`config.mk`:
```
export PLATFORM = sky130hd
export DESIGN_NAME = alu_rr_arbiter
export DESIGN_NICKNAME = d
export VERILOG_FILES = /design/src/rtl/alu_rr_arbiter_pkg.sv /design/src/rtl/alu.sv /design/src/rtl/alu_rr_arbiter_pick.sv /design/src/rtl/alu_rr_arbiter.sv
export SDC_FILE = /design/constraint.sdc
export NUM_CORES = 1
export LEC_CHECK = 0
export CAP_MARGIN = 20
export CORE_UTILIZATION = 30
export DETAILED_ROUTE_END_ITERATION = 8
export PLACE_DENSITY = 0.56
export SYNTH_ARGS = -nofsm -noshare
export SYNTH_HDL_FRONTEND = slang
export SYNTH_SLANG_ARGS = --single-unit
```
`constraint.sdc`:
```
create_clock -name clk -period 6.23 [get_ports clk]
set_input_delay 1.869 -clock clk [delete_from_list [all_inputs] [get_ports clk]]
set_output_delay 1.869 -clock clk [all_outputs]
set_load 0.005 [all_outputs]
```
`src/rtl/alu_rr_arbiter_pkg.sv`:
```
// Shared opcode, FSM state and payload definitions for the round-robin ALU arbiter.
package alu_ctrl_defs;

  localparam int unsigned DW   = 4;
  localparam int unsigned SELW = 2;

  localparam logic [SELW-1:0] OP_AND = 2'b00;
  localparam logic [SELW-1:0] OP_OR  = 2'b01;
  localparam logic [SELW-1:0] OP_XOR = 2'b10;
  localparam logic [SELW-1:0] OP_ADD = 2'b11;

  typedef enum logic [1:0] {
    S_IDLE = 2'b00,
    S_EXEC = 2'b01,
    S_RESP = 2'b10
  } state_t;

  typedef struct packed {
    logic [DW-1:0]   a;
    logic [DW-1:0]   b;
    logic [SELW-1:0] sel;
  } alu_req_t;

  typedef struct packed {
    logic [DW-1:0] out;
    logic          carry;
    logic          zero;
  } alu_rsp_t;

endpackage

```
`src/rtl/alu.sv`:
```
// Existing 4-bit ALU: AND/OR/XOR/ADD with carry and zero flags.
module alu
  import alu_ctrl_defs::*;
(
  input  logic [DW-1:0]   a,
  input  logic [DW-1:0]   b,
  input  logic [SELW-1:0] sel,
  output logic [DW-1:0]   out,
  output logic            carry_out,
  output logic            zero_flag
);

  logic [DW:0] sum;

  assign sum = {1'b0, a} + {1'b0, b};

  always_comb begin
    out       = '0;
    carry_out = 1'b0;
    case (sel)
      OP_AND:  out = a & b;
      OP_OR:   out = a | b;
      OP_XOR:  out = a ^ b;
      default: {carry_out, out} = sum;
    endcase
    zero_flag = (out == '0);
  end

endmodule

```
`src/rtl/alu_rr_arbiter_pick.sv`:
```
// Round-robin winner search starting at ptr, wrapping past NREQ-1 back to 0.
module alu_rr_pick #(
  parameter int unsigned NREQ = 4,
  parameter int unsigned IDW  = 2
) (
  input  logic [NREQ-1:0] req_valid,
  input  logic [IDW-1:0]  ptr,
  output logic [NREQ-1:0] grant_c,
  output logic [IDW-1:0]  grant_id_c,
  output logic            any_valid_c
);

  logic [IDW-1:0] idx;

  always_comb begin
    grant_c     = '0;
    grant_id_c  = '0;
    any_valid_c = 1'b0;
    idx         = '0;
    for (int unsigned k = 0; k < NREQ; k++) begin
      idx = IDW'((32'(ptr) + k) % NREQ);
      if (!any_valid_c && req_valid[idx]) begin
        grant_c[idx] = 1'b1;
        grant_id_c   = idx;
        any_valid_c  = 1'b1;
      end
    end
  end

endmodule

```
`src/rtl/alu_rr_arbiter.sv`:
```
// Shares one ALU among NREQ valid/ready requesters; one op in flight, result
// returned on a registered, ID-tagged valid/ready response port.
module alu_rr_arbiter
  import alu_ctrl_defs::*;
#(
  parameter int unsigned NREQ = 4,
  parameter int unsigned IDW  = 2
) (
  input  logic                 clk,
  input  logic                 rst_n,
  input  logic [NREQ-1:0]      req_valid,
  output logic [NREQ-1:0]      req_ready,
  input  logic [DW*NREQ-1:0]   req_a,
  input  logic [DW*NREQ-1:0]   req_b,
  input  logic [SELW*NREQ-1:0] req_sel,
  output logic                 rsp_valid,
  input  logic                 rsp_ready,
  output logic [IDW-1:0]       rsp_id,
  output logic [DW-1:0]        rsp_out,
  output logic                 rsp_carry,
  output logic                 rsp_zero,
  output logic                 busy
);

  state_t         state, state_nxt;
  logic [IDW-1:0] ptr, ptr_nxt;
  logic [IDW-1:0] op_id, op_id_nxt;
  alu_req_t       op, op_nxt;
  logic           rsp_valid_nxt;
  logic [IDW-1:0] rsp_id_nxt;
  alu_rsp_t       rsp_q, rsp_nxt;

  logic [NREQ-1:0] grant;
  logic [IDW-1:0]  grant_id;
  logic            any_valid;
  logic [IDW-1:0]  ptr_wrap;
  alu_req_t        pick_op;

  logic [DW-1:0] alu_out;
  logic          alu_carry;
  logic          alu_zero;

  alu_rr_pick #(.NREQ(NREQ), .IDW(IDW)) u_pick (
    .req_valid  (req_valid),
    .ptr        (ptr),
    .grant_c    (grant),
    .grant_id_c (grant_id),
    .any_valid_c(any_valid)
  );

  alu u_alu (
    .a        (op.a),
    .b        (op.b),
    .sel      (op.sel),
    .out      (alu_out),
    .carry_out(alu_carry),
    .zero_flag(alu_zero)
  );

  // Operand mux for the granted requester.
  always_comb begin
    pick_op = '0;
    for (int unsigned i = 0; i < NREQ; i++) begin
      if (grant[i]) begin
        pick_op.a   = req_a[DW*i +: DW];
        pick_op.b   = req_b[DW*i +: DW];
        pick_op.sel = req_sel[SELW*i +: SELW];
      end
    end
  end

  assign ptr_wrap = (grant_id == IDW'(NREQ - 1)) ? '0 : grant_id + IDW'(1);

  always_comb begin
    state_nxt     = state;
    ptr_nxt       = ptr;
    op_nxt        = op;
    op_id_nxt     = op_id;
    rsp_valid_nxt = rsp_valid;
    rsp_id_nxt    = rsp_id;
    rsp_nxt       = rsp_q;
    req_ready     = '0;
    unique case (state)
      S_IDLE: begin
        if (any_valid) begin
          req_ready = grant;
          op_nxt    = pick_op;
          op_id_nxt = grant_id;
          ptr_nxt   = ptr_wrap;
          state_nxt = S_EXEC;
        end
      end
      S_EXEC: begin
        rsp_nxt       = '{out: alu_out, carry: alu_carry, zero: alu_zero};
        rsp_id_nxt    = op_id;
        rsp_valid_nxt = 1'b1;
        state_nxt     = S_RESP;
      end
      S_RESP: begin
        // Data fields deliberately keep their value after the handshake.
        if (rsp_ready) begin
          rsp_valid_nxt = 1'b0;
          state_nxt     = S_IDLE;
        end
      end
      default: state_nxt = S_IDLE;
    endcase
  end

  always_ff @(posedge clk or negedge rst_n) begin
    if (!rst_n) begin
      state     <= S_IDLE;
      ptr       <= '0;
      op        <= '0;
      op_id     <= '0;
      rsp_valid <= 1'b0;
      rsp_id    <= '0;
      rsp_q     <= '0;
    end else begin
      state     <= state_nxt;
      ptr       <= ptr_nxt;
      op        <= op_nxt;
      op_id     <= op_id_nxt;
      rsp_valid <= rsp_valid_nxt;
      rsp_id    <= rsp_id_nxt;
      rsp_q     <= rsp_nxt;
    end
  end

  assign rsp_out   = rsp_q.out;
  assign rsp_carry = rsp_q.carry;
  assign rsp_zero  = rsp_q.zero;
  assign busy      = (state != S_IDLE);

endmodule

```
* Yosys cells after proc, flatten, opt, wreduce, memory -nomap -nowiden *
Cells that the tools add are included.

cells by class
  $lt $le $gt $ge = 8
  $add $sub $neg = 5
  muxes and demuxes = 42
  equality and inequality tests = 7
  div/mod/pow operators = 0
  shift operators = 0
  bitwise operators = 6
  $mul = 0
  reductions and logical operators = 19

operator list
  operator                                                           number
  two-way mux 10 bit                                                 4
  two-way mux 4 bit                                                  6
  bitwise OR 4 bit                                                   4
  two-way mux 1 bit                                                  14
  two-way mux 2 bit                                                  7
  less-than comparator 2 x 3 -> 1 bit, second input constant         4
  one-hot mux 4 bit (3 select lines)                                 1
  binary-select mux 1 bit (select 2 bit)                             4
  demux 1 bit (select 2 bit)                                         4
  greater-or-equal comparator 2 x 1 -> 1 bit, second input constant  4
  logical AND 1 bit                                                  7
  == test 2 bit, second input constant                               3
  one-hot mux 2 bit (3 select lines)                                 1
  AND reduction 2 bit                                                3
  adder 4 x 4 -> 5 bit                                               1
  adder 2 x 1 -> 2 bit, second input constant                        2
  adder 2 bit, second input constant                                 2
  AND 4 bit                                                          1
  == test 2 x 1 -> 1 bit, second input constant                      2
  zero test 2 bit                                                    2
  zero test 4 bit                                                    1
  != test 2 bit, second input constant                               2
  nonzero test 2 bit                                                 2
  XOR 4 bit                                                          1
  3 further kinds                                                    5

word-level totals
  logic and storage cells = 98
  memory bits (writable) = 0
  register bits after elaboration = 25
  memories = 0
  ROM bits = 0
  bits in latches = 0
  output and inout port bits = 14
  input bits = 47

* Longest topological paths before layout *
  word-level depth = 16
  depth in mapped cells = 14
  gate-level depth less buffers = 10

* By module *
From an unflattened synthesis, not the netlist that was laid out.

unflattened totals
  cell total of the unflattened synthesis = 222
  area, all modules = 2145.8 um^2

modules (own cells, without submodules)
  module          cells an instance  area an instance (um^2)  sequential area each (um^2)  times used
  alu_rr_arbiter  133                1395.1                   625.6                        1
  alu_rr_pick     45                 421.7                    0.0                          1
  alu             44                 329.1                    0.0                          1

* Least setup slack after synthesis *
OpenSTA, ideal clock, no wires.

  path type = input-to-output
  from = in req_valid[2]
  to = out req_ready[3]
  data arrival time = 3718 ps
  path buffers = 3
  path slack = 643 ps
  data required time = 4361 ps
  cell stages on the path = 7
  cell sequence = buf_2 mux4_2 buf_2 or4b_4 a32oi_2 buf_6 and2_1

on the way
  word-level cells in the longest chain between the ends = 14

RTL lines
  what                                                           RTL line                   text
  start: declaration                                             alu_rr_arbiter.sv:11       input logic [NREQ-1:0] req_valid,
  binary-select mux 1 bit (select 2 bit)                         alu_rr_arbiter_pick.sv:22  if (!any_valid_c && req_valid[idx]) begin
  two-way mux 1 bit (implied by the code)                        alu_rr_arbiter_pick.sv:22
  two-way mux 1 bit                                              alu_rr_arbiter_pick.sv:22
  zero test 1 bit                                                alu_rr_arbiter_pick.sv:22
  logical AND 1 bit                                              alu_rr_arbiter_pick.sv:22
  two-way mux 1 bit                                              alu_rr_arbiter_pick.sv:22
  zero test 1 bit                                                alu_rr_arbiter_pick.sv:22
  logical AND 1 bit                                              alu_rr_arbiter_pick.sv:22
  two-way mux 1 bit                                              alu_rr_arbiter_pick.sv:22
  zero test 1 bit                                                alu_rr_arbiter_pick.sv:22
  logical AND 1 bit                                              alu_rr_arbiter_pick.sv:22
  two-way mux 4 bit / two-way mux 1 bit (equally long branches)  alu_rr_arbiter_pick.sv:22
  two-way mux 4 bit *                                            alu_rr_arbiter.sv:85       if (any_valid) begin
  two-way mux 4 bit *                                            alu_rr_arbiter.sv:83       unique case (state)
  end: declaration                                               alu_rr_arbiter.sv:12       output logic [NREQ-1:0] req_ready,

Every way passes the cells marked *; elsewhere a longest branch is shown, timed or not. The select of a mux whose other input is x is not followed.

* Worst setup path in the final report *
Same ends and word-level chain as after synthesis.

==> results.yml <==
grt:
  total_congestion_overflow: 0
  grt_pass1_vias: 1843
  grt_first_pass_wirelength_mm: 9.01
  grt_max_degree: 26
  global_route.usage.total: 0.151
  antenna_violations_before_repair: 0
yosys:
  synth_largest_area_cell: "dfrtp_1"
  synth_seq_cells: 25
  yosysSeqAreaShare: 0.293
  post_synth_inst_count: 242
  synthesis.nets: 306
  number_of_enable_flip_flop_cells_after_synthesis: 0
  yosys.cell_types.count: 47
  syn-cell-area_um2: 2130
  synth-warning-count: 0
  synth_top_cells_by_area: "dfrtp_1 (29%), ha_1 (9.4%), o21ai_0 (4.9%)"
  post_synthesis_async_set_or_reset_flop_share: 1.00
  postSynth.topFlopCell: "dfrtp_1"
  syn_avg_cell_area_um2: 8.82
  synth_top_area_share: 0.293
die:
  floorplan.core_area_um2: 6830
  pin_count: 61
  placementRows: 30
  floorplan.die.height_um: 86.4
  die-width_um: 86.4
  die_outline_area_um2: 7460
  start_util: 0.312
power:
  irDropWorstVdd_mv: 0.190
  p_leak_nw: 1.25
  power_density_nw_per_um2: 514
setup_path:
  worst_r2r_endpoint: "ptr[0]"
  start_kind: "primary input"
  crit_chain: "clkdlybuf4s50_1 -> mux4_2 -> or4b_4 -> a32oi_2 -> and2_1 -> clkdlybuf4s50_1"
  r2r-start: "ptr[1]"
  critPathSlowestCell: "or4b_4"
  setup.worst_path.start: "req_valid[2]"
  critical_path.max_fanout: 4
  worstPathBufferInverterCount: 2
  crit_path_frequent_cell: "clkdlybuf4s50_1"
  critical_path_s_top_delay_family: "buffers and inverters"
  worst-r2r-setup-slack_ns: 2.61
  worst_path_largest_cell_delay_ns: 0.52
  critPathCaptureType: "output pin"
  worstSetupPathType: "in -> out"
  worst_ep_arrival_time_ns: 4.27
  worst_ep_required_time_ns: 4.36
  worst_r2r_path_depth: 9
cts:
  htree_num_levels: 1
  cts_sinks: 25
  tritoncts.num_buffers: 3
  cts_hold_buffers: 0
  clk-insertion-delay-late_ns: 0.27
  ctsRootBufferMaster: "clkbuf_8"
  tritoncts: "yes"
  cts.reportedPaths.clkPinSlew_ns: 0.09
  cts_max_path_buffers: 2
finish:
  fin_nets: 372
  stdcell_area_um2: 2930
  layout-drive-gt1-share: 0.124
  final_common_cell: "clkdlybuf4s50_1"
  antenna-diode-count: 0
  layout_common_cells: "clkdlybuf4s50_1 (58), dfrtp_1 (25), o21ai_0 (21)"
  finished_layout_cells: 403
  nFillCells: 710
  seq_area_um2: 626
  layout-area-overhead-vs-synth_pct: 37.3
  multi_input_comb_area_um2: 1320
timing:
  hold-worst-slack_ns: 0.482
  final-setup-viol-count: 0
  timing.slew.headroom: 0.429
  grt_setup_unrepaired: "false"
  timing.final.max_slew_violations: 0
  period_minus_slack_ns: 6.13
  peak_freq_ghz: 0.163
  worst_slew_pin_slew_ns: 0.853
  fin_setup_tns_ns: 0
  final_worst_path_cycle_share: 0.985
  hold_viol_final: 0
  fin_skew_ns: 0.00469
min_path:
  timing.hold.worst_endpoint: "rsp_out[2]"
  hold_path_depth: 2
  timing.hold.worst.class: "reg -> reg"
  min_from: "rsp_out[2]"
placement:
  placement_cell_area_um2: 2870
  placed_cells: 398
  place_hpwl_mm: 4.19
  place.port_buffers: 60
  finalWeightedCongestion: 0.786
route:
  first_iter_violations: 85
  via_count: 1951
  routed_wirelength_mm: 5.33
  drt_pass1_iterations: 4
  final_antenna_net_count: 0
  detail_route.drc_violations: 0
  avgViaCountPerCell: 4.84
  routed_wire_length_per_instance_um: 13.2
run:
  drv_cap: 0
status:
  run_status: "finished, final reports clean"
-- cells in the mapped netlist (all sizes together) (2+ instances only) --
| library cell | n |
|---|---|
| nor2b | 5 |
| ha | 16 |
| nand3b | 2 |
| a221o | 2 |
| a32o | 2 |
| a21oi | 20 |
| mux4 | 5 |
| nand2b | 4 |
| o31ai | 2 |
| xnor2 | 2 |
| a221oi | 10 |
| o211ai | 3 |
| buf | 10 |
| o21ai | 31 |
| clkbuf | 7 |
| a31oi | 2 |
| or2 | 2 |
| dfrtp | 25 |
| nor2 | 18 |
| and3 | 11 |
| mux2 | 4 |
| nand2 | 16 |
| mux2i | 5 |
| inv | 21 |
| and2 | 3 |
| a211oi | 2 |
-- tightest hold or removal path: cells and delay by family (launching register included) --
| kind | cells | cell delay (ns) |
|---|---|---|
| AO/OA/AOI/OAI | 1 | 0.06 |
| AND/OR/NAND/NOR | 1 | 0.04 |
| flip-flops | 1 | 0.35 |
-- flip-flops by register name, indices dropped and copies added, names as in the netlist --
name       cells
op            10
rsp_out        4
op_id          2
ptr            2
rsp_id         2
state          2
rsp_carry      1
rsp_valid      1
rsp_zero       1
-- where the power goes --
group	leakage [nW]	internal, W	switching [W]
sequential	0.308	0.000243	0.0000749
combinational	0.915	0.000529	0.000563
clock	0.0228	0.0000457	0.0000523
total	1.25	0.000818	0.000690
-- kinds of logic (layout without fill, tap and decap cells) --
kind of cell / after synthesis / after routing / share of synthesized area
flip-flops: 25 / 25 / 0.293
AO/OA/AOI/OAI: 80 / 80 / 0.244
adder cells (fa/ha/maj): 17 / 17 / 0.103
multiplexers: 14 / 14 / 0.0991
buffers and inverters: 38 / 103 / 0.0879
XOR/XNOR: 2 / 2 / 0.00821
AND/OR/NAND/NOR: 66 / 66 / 0.164
-- worst max-delay path by stage --
stage                               to  slack [ns]  cells past startpoint
after CTS                 req_ready[3]        0.07                      6
after detailed placement  req_ready[3]        0.07                      6
after floorplan           req_ready[3]        0.64                      7
after global placement    req_ready[3]         0.1                      6
after global routing      req_ready[1]        0.01                      7
final                     req_ready[3]         0.1                      6
-- metrics by stage --
step / total power, W / worst slack [ns] / utilization
3_5_place_dp: 0.00142 / 0.0651 / 0.421
4_1_cts: 0.00152 / 0.0651 / 0.427
6_report: 0.00151 / 0.0960 / 0.429
5_1_grt: 0.00167 / 0.0138 / 0.429
3_3_place_gp: 0.00140 / 0.0953 / 0.421
2_1_floorplan: 0.00110 / 0.643 / -
-- final cells by class --
class | instances | area share
Sequential cell | 25 | 0.213
Tap cell | 96 | 0.0410
Clock buffer | 4 | 0.0154
Inverter | 21 | 0.0269
Timing Repair Buffer | 78 | 0.253
Multi-Input combinational cell | 179 | 0.451
-- metal layers --
layer / global-route usage / wire length [um] / vias up
met5: 0 / 0 / -
met4: 0.0348 / 32 / 0
met3: 0.0229 / 249 / 2
met2: 0.242 / 2490 / 50
met1: 0.214 / 2560 / 895
li1: - / - / 1004
-- timing repair --
item | in CTS | in global routing
gates resized for setup | 0 | 2
endpoints found under the setup margin | 0 | 3
setup buffers | 0 | 1
Note: power is estimated with default switching activity, not from simulation.
